==> src/rtl/ds_link_traffic_bist.sv <==
`default_nettype none
// ============================================================================
// Module   : ds_link_traffic_bist
// Purpose  : DS-link traffic generator and checker (PRBS / incrementing /
//            NULL-lookalike) with error, timeout and overrun reporting.
// Revision : 1.0 - initial release
// ============================================================================
module ds_link_traffic_bist #(
    parameter int G_DATA_WIDTH     = 8,
    parameter int G_LEN_WIDTH      = 16,
    parameter int G_ERR_WIDTH      = 16,
    parameter int G_TIMEOUT_CYCLES = 65535
) (
    input  logic                    clk,
    input  logic                    rst,
    input  logic                    start,
    input  logic [1:0]              mode,
    input  logic [G_LEN_WIDTH-1:0]  len,
    input  logic [15:0]             seed,
    output logic [G_DATA_WIDTH-1:0] tx_data,
    output logic                    tx_valid,
    input  logic                    tx_ready,
    input  logic [G_DATA_WIDTH-1:0] rx_data,
    input  logic                    rx_valid,
    output logic                    busy,
    output logic                    done,
    output logic                    pass,
    output logic [G_ERR_WIDTH-1:0]  err_count,
    output logic [G_LEN_WIDTH-1:0]  rx_count,
    output logic                    timeout,
    output logic                    overrun
);

    localparam logic [15:0] c_lfsr_init = 16'hACE1;
    localparam int          c_to_width  = $clog2(G_TIMEOUT_CYCLES + 1);
    localparam logic [c_to_width-1:0] c_to_last = c_to_width'(G_TIMEOUT_CYCLES - 1);
    localparam logic [G_LEN_WIDTH-1:0] c_len_one = G_LEN_WIDTH'(1);

    typedef enum logic [1:0] {
        ST_IDLE = 2'd0,
        ST_RUN  = 2'd1,
        ST_DONE = 2'd2
    } state_t;

    state_t                   r_gen_state;
    state_t                   r_chk_state;
    logic [1:0]               r_mode;
    logic [G_LEN_WIDTH-1:0]   r_len;
    logic [G_LEN_WIDTH-1:0]   r_gen_idx;
    logic [G_LEN_WIDTH-1:0]   r_chk_idx;
    logic [15:0]              r_gen_lfsr;
    logic [15:0]              r_chk_lfsr;
    logic [2:0]               r_gen_ph;
    logic [2:0]               r_chk_ph;
    logic [c_to_width-1:0]    r_idle_cnt;
    logic                     r_busy;
    logic                     r_done;
    logic                     r_pass;
    logic                     r_timeout;
    logic                     r_overrun;
    logic [G_ERR_WIDTH-1:0]   r_err_count;
    logic [G_LEN_WIDTH-1:0]   r_rx_count;

    function automatic logic [15:0] lfsr_next(input logic [15:0] l);
        return {l[0] ^ l[2] ^ l[3] ^ l[5], l[15:1]};
    endfunction

    function automatic logic [2:0] ph_next(input logic [2:0] p);
        return (p == 3'd4) ? 3'd0 : p + 3'd1;
    endfunction

    // Mode 3 falls into the default branch and behaves as incrementing.
    function automatic logic [G_DATA_WIDTH-1:0] seq_word(
        input logic [1:0]             m,
        input logic [15:0]            l,
        input logic [G_LEN_WIDTH-1:0] idx,
        input logic [2:0]             p
    );
        logic [7:0] n;
        case (p)
            3'd0:        n = 8'hE6;
            3'd1, 3'd2:  n = 8'h2E;
            default:     n = 8'h3E;
        endcase
        case (m)
            2'd0:    return G_DATA_WIDTH'(l);
            2'd2:    return G_DATA_WIDTH'(n);
            default: return G_DATA_WIDTH'(idx);
        endcase
    endfunction

    logic                    w_accept;
    logic [15:0]             w_seed;
    logic [G_DATA_WIDTH-1:0] w_gen_word;
    logic [G_DATA_WIDTH-1:0] w_chk_word;
    logic                    w_tx_fire;
    logic                    w_rx_chk;
    logic                    w_ovr_now;
    logic                    w_mismatch;
    logic                    w_timeout_hit;
    logic                    w_complete;

    assign w_accept      = start && !r_busy;
    assign w_seed        = (seed == 16'd0) ? c_lfsr_init : seed;
    assign w_gen_word    = seq_word(r_mode, r_gen_lfsr, r_gen_idx, r_gen_ph);
    assign w_chk_word    = seq_word(r_mode, r_chk_lfsr, r_chk_idx, r_chk_ph);
    assign w_tx_fire     = (r_gen_state == ST_RUN) && tx_ready;
    assign w_rx_chk      = rx_valid && (r_chk_state == ST_RUN) && !w_accept;
    // Words landing after the checker has finished are overruns; IDLE never
    // follows a completed test because the FSMs park in DONE until restart.
    assign w_ovr_now     = rx_valid && (r_chk_state == ST_DONE) && !w_accept;
    assign w_mismatch    = w_rx_chk && (rx_data != w_chk_word);
    assign w_timeout_hit = (r_chk_state == ST_RUN) && !rx_valid && (r_idle_cnt == c_to_last);
    assign w_complete    = r_busy && (r_gen_state == ST_DONE) && (r_chk_state == ST_DONE);

    always_ff @(posedge clk or posedge rst) begin
        if (rst) begin
            r_gen_state <= ST_IDLE;
            r_chk_state <= ST_IDLE;
            r_mode      <= 2'd0;
            r_len       <= '0;
            r_gen_idx   <= '0;
            r_chk_idx   <= '0;
            r_gen_lfsr  <= c_lfsr_init;
            r_chk_lfsr  <= c_lfsr_init;
            r_gen_ph    <= 3'd0;
            r_chk_ph    <= 3'd0;
            r_idle_cnt  <= '0;
            r_busy      <= 1'b0;
            r_done      <= 1'b0;
            r_pass      <= 1'b0;
            r_timeout   <= 1'b0;
            r_overrun   <= 1'b0;
            r_err_count <= '0;
            r_rx_count  <= '0;
        end else if (w_accept) begin
            r_mode      <= mode;
            r_len       <= len;
            r_gen_idx   <= '0;
            r_chk_idx   <= '0;
            r_gen_lfsr  <= w_seed;
            r_chk_lfsr  <= w_seed;
            r_gen_ph    <= 3'd0;
            r_chk_ph    <= 3'd0;
            r_idle_cnt  <= '0;
            r_timeout   <= 1'b0;
            r_overrun   <= 1'b0;
            r_err_count <= '0;
            r_rx_count  <= '0;
            if (len == '0) begin
                r_gen_state <= ST_DONE;
                r_chk_state <= ST_DONE;
                r_busy      <= 1'b0;
                r_done      <= 1'b1;
                r_pass      <= 1'b1;
            end else begin
                r_gen_state <= ST_RUN;
                r_chk_state <= ST_RUN;
                r_busy      <= 1'b1;
                r_done      <= 1'b0;
                r_pass      <= 1'b0;
            end
        end else begin
            if (w_tx_fire) begin
                r_gen_idx  <= r_gen_idx + c_len_one;
                r_gen_lfsr <= lfsr_next(r_gen_lfsr);
                r_gen_ph   <= ph_next(r_gen_ph);
                if (r_gen_idx == r_len - c_len_one) begin
                    r_gen_state <= ST_DONE;
                end
            end

            if (w_rx_chk) begin
                r_chk_idx  <= r_chk_idx + c_len_one;
                r_chk_lfsr <= lfsr_next(r_chk_lfsr);
                r_chk_ph   <= ph_next(r_chk_ph);
                r_idle_cnt <= '0;
                if (~&r_rx_count) begin
                    r_rx_count <= r_rx_count + c_len_one;
                end
                if (r_chk_idx == r_len - c_len_one) begin
                    r_chk_state <= ST_DONE;
                end
            end else if (r_chk_state == ST_RUN) begin
                if (w_timeout_hit) begin
                    r_timeout   <= 1'b1;
                    r_chk_state <= ST_DONE;
                    r_gen_state <= ST_DONE;
                end else begin
                    r_idle_cnt <= r_idle_cnt + c_to_width'(1);
                end
            end

            if (w_ovr_now) begin
                r_overrun <= 1'b1;
            end
            if ((w_mismatch || w_ovr_now) && ~&r_err_count) begin
                r_err_count <= r_err_count + G_ERR_WIDTH'(1);
            end

            if (w_complete) begin
                r_busy <= 1'b0;
                r_done <= 1'b1;
                r_pass <= (r_err_count == '0) && !r_timeout && !r_overrun && !w_ovr_now;
            end else if (w_ovr_now) begin
                r_pass <= 1'b0;
            end
        end
    end

    assign tx_valid  = (r_gen_state == ST_RUN);
    assign tx_data   = tx_valid ? w_gen_word : '0;
    assign busy      = r_busy;
    assign done      = r_done;
    assign pass      = r_pass;
    assign err_count = r_err_count;
    assign rx_count  = r_rx_count;
    assign timeout   = r_timeout;
    assign overrun   = r_overrun;

endmodule
`default_nettype wire
==> config.mk <==
export PLATFORM = sky130hd
export DESIGN_NAME = ds_link_traffic_bist
export DESIGN_NICKNAME = d
export VERILOG_FILES = /design/src/rtl/ds_link_traffic_bist.sv
export SDC_FILE = /design/constraint.sdc
export NUM_CORES = 1
export LEC_CHECK = 0
export CAP_MARGIN = 0
export CORE_ASPECT_RATIO = 0.8
export CORE_UTILIZATION = 55
export CTS_BUF_LIST = sky130_fd_sc_hd__clkbuf_4 sky130_fd_sc_hd__clkbuf_8
export DETAILED_ROUTE_END_ITERATION = 8
export PLACE_DENSITY = 0.76
export SLEW_MARGIN = 20
export SYNTH_ARGS = -nofsm -noshare
export SYNTH_HDL_FRONTEND = slang
export SYNTH_SLANG_ARGS = --single-unit
export TNS_END_PERCENT = 30
==> constraint.sdc <==
create_clock -name clk -period 12.5 [get_ports clk]
set_input_delay 2.5 -clock clk [delete_from_list [all_inputs] [get_ports clk]]
set_output_delay 2.5 -clock clk [all_outputs]
set_load 0.02 [all_outputs]
==> summary.txt <==
gpl congestion: 0.970
overall power: 1990 uW
largest net degree at the start of global routing: 79
Setup Crit Path Kind: in2reg
RR Endpoint: r_gen_state[0]
Cell Pwr Density: 203 mW/mm^2
ANT nets after route: 0
max_slew headroom: 0.298
Max IR drop VDD: 105 uV
Crit. End Element: register
all-layer global routing usage: 0.289
via count: 7,449
Core ar.: 0.0146 sq mm
Worst-Margin Slew: 1.05 ns
Yosys top cell by area: dfrtp_1
clk sinks: 145
Async SR Flop Fraction: 1.00
FF+latch count, synth: 145
ant diodes: 0
FF-to-FF setup slack: 9.13 ns
root buffer cell: clkbuf_8
Leak: 0.00410 uW
nets@finish: 1,104
drt pass-1 iters: 5
Port Buf Inserts: 92
WL final: 21,600 microns
part of the Yosys area used for sequential elements: 0.435
Hold Crit Class: reg2reg
die area: 0.0157 sq mm
Syn Std Cell Area: 0.00838 sq mm
yosys warns: 0
Iter 0 DRT Violations: 668
Die X: 140 microns
Mapped Avg Cell Area: 8.60 sq um
Tcrit/Tclk final: 0.406
initial antenna violation count: 0
post-synth cell types: 66
met2 WL: 9400 microns
Synth Net Count: 1,037
Clk Latency, worst-skew pair: 0.48 ns
share of post-route cells with drive strength above 1: 0.0645
initial core utilization: 0.574
H-tree depth: 4
DRC viols: 0
Post-DP HPWL: 14,800 microns
top post-synthesis cells by area: dfrtp_1 39%, nand2_1 7.4%, xnor2_1 6.1%, dfstp_2 5.0%, nor2_1 4.6%
clk buf depth: 2
top cell type's share of synthesized area: 0.385
cts hold-fix bufs: 0
max-slew violations: 0
Setup Skew: 0.0128 ns
vias in the first global route: 6,875
fillers: 1,193
Reg clk slew, reported paths: 0.08 ns
Post-CTS Setup Inserts: 0
DP Area: 0.00939 sq mm
fmax: 197 MHz
IO Pins: 93
Gate Count Post-Synth: 974
worst-path maximum fanout: 8
post-cts sizing count: 0
Max Cap Violations: 0
# rows: 39
grt total ovfl: 0
CTS buffer count: 17
global-route wire length before repair: 35,500 microns
min-delay src: r_chk_lfsr[10]
TritonCTS clock tree: yes
crit path from: len[15]
Reg2Reg Depth: 7
Post-synth EDFFs: 0
critical path required time: 12.86 ns
minimum period implied by the final worst setup slack: 5.07 ns
crit path DAT: 5.43 ns
DR WL met3: 1630 microns
r2r startpoint: r_len[3]
TNS Setup: 0 ns
uppermost layer routed: met4
CP endpoint: r_chk_state[0]
predominant post-synthesis flop cell: dfrtp_1
Die Y-Extent: 112 microns
Via density: 6.02
CP startpoint kind: input pin
post-route cell area: 0.00982 sq mm
DR WL/cell: 17.5 microns
Setup violations, final: 0
RSZ-0062 raised after global routing: false
Final Hold Fails: 0
wl on met1: 10,300 microns
status: finished, final reports clean
Syn-to-layout area delta: 17.2%
## critical path, cell delays in order
cell             delay [ns]
clkdlybuf4s50_1        0.44
nor4_1                 0.41
a41oi_1                0.41
or4_1                  0.63
a2111o_1               0.35
nor4_1                 0.34
nand4_1                0.18
nor2b_1                0.17
## synthesized netlist by cell type (all sizes together) (9+ instances only)
cell type and instances:
and3 17, nand3 32, nor2 103, dfstp 16
nor4 23, and2 9, nand2b 10, nor2b 12
a21oi 39, a31oi 33, xnor2 58, dfrtp 129
nand2 165, xor2 41, o21ai 39, nor3 22
or3 18, ha 16, clkbuf 44, or4 10
inv 29, nand4 28
## how the worst min path moves through the flow
| stage | cells after the start | to | slack, ns |
|---|---|---|---|
| floorplan | 1 | r_idle_cnt[15] | 0.45 |
| global placement | 2 | r_gen_lfsr[10] | 0.48 |
| detailed placement | 2 | r_chk_lfsr[10] | 0.48 |
| global route | 2 | r_chk_lfsr[10] | 0.50 |
| finish | 2 | r_chk_lfsr[10] | 0.49 |
| CTS | 2 | r_chk_lfsr[10] | 0.49 |
## metrics by stage
stage | setup WS [ns] | hold slack, ns | util | instances
global placement | 7.00 | 0.479 | 0.644 | 1205
detailed placement | 6.89 | 0.482 | 0.644 | 1205
global route | 7.28 | 0.503 | 0.673 | 1238
floorplan | 6.13 | 0.446 | - | 974
CTS | 7.41 | 0.494 | 0.671 | 1237
finish | 7.43 | 0.494 | 0.673 | 1238
## layer usage
metal	track usage	vias to the layer above
li1	-	3531
met1	0.433	3601
met2	0.418	286
met3	0.0648	31
met4	0.0828	0
met5	0	-
## area by class of cell
class	instances	area [sq um]	area share
inverter	29	114	0.0116
clock buffer	18	241	0.0246
tap	184	230	0.0234
timing repair buffer	98	986	0.100
multi-input combinational	750	4440	0.452
sequential	145	3650	0.372
clock inverter	14	158	0.0161
## where the power goes
group / internal (uW) / switching, uW / total (uW)
clock: 181 / 200 / 381
sequential: 615 / 194 / 809
combinational: 345 / 459 / 804
total: 1140 / 852 / 1990
## logic make-up (layout without fill, tap and decap cells)
logic type               Yosys count  after routing  share of synthesized area
AO/OA/AOI/OAI                    160            160                      0.119
XOR/XNOR                         100            100                      0.106
adder cells (fa/ha/maj)           16             16                     0.0239
buffers and inverters             79            159                     0.0367
flip-flops                       145            145                      0.435
multiplexers                       4              4                    0.00493
AND/OR/NAND/NOR                  470            470                      0.274
## registers in the layout (all words and copies together) (netlist names), 2 cells and up
register	count
err_count	16
r_chk_idx	16
r_chk_lfsr	16
r_gen_idx	16
r_gen_lfsr	16
r_idle_cnt	16
r_len	16
rx_count	16
r_chk_ph	3
r_gen_ph	3
r_chk_state	2
r_gen_state	2
r_mode	2
## cells in the final DEF, fill, tap and decap left out, types with 19 or more instances in the layout
master,n
nand2_1,165
dfrtp_1,129
nor2_1,103
clkdlybuf4s50_1,92
xnor2_1,58
xor2_1,41
o21ai_0,39
a21oi_1,38
a31oi_1,33
nand3_1,32
inv_1,28
nand4_1,28
nor4_1,22
nor3_1,19
Power figures use the tool's default switching activity.
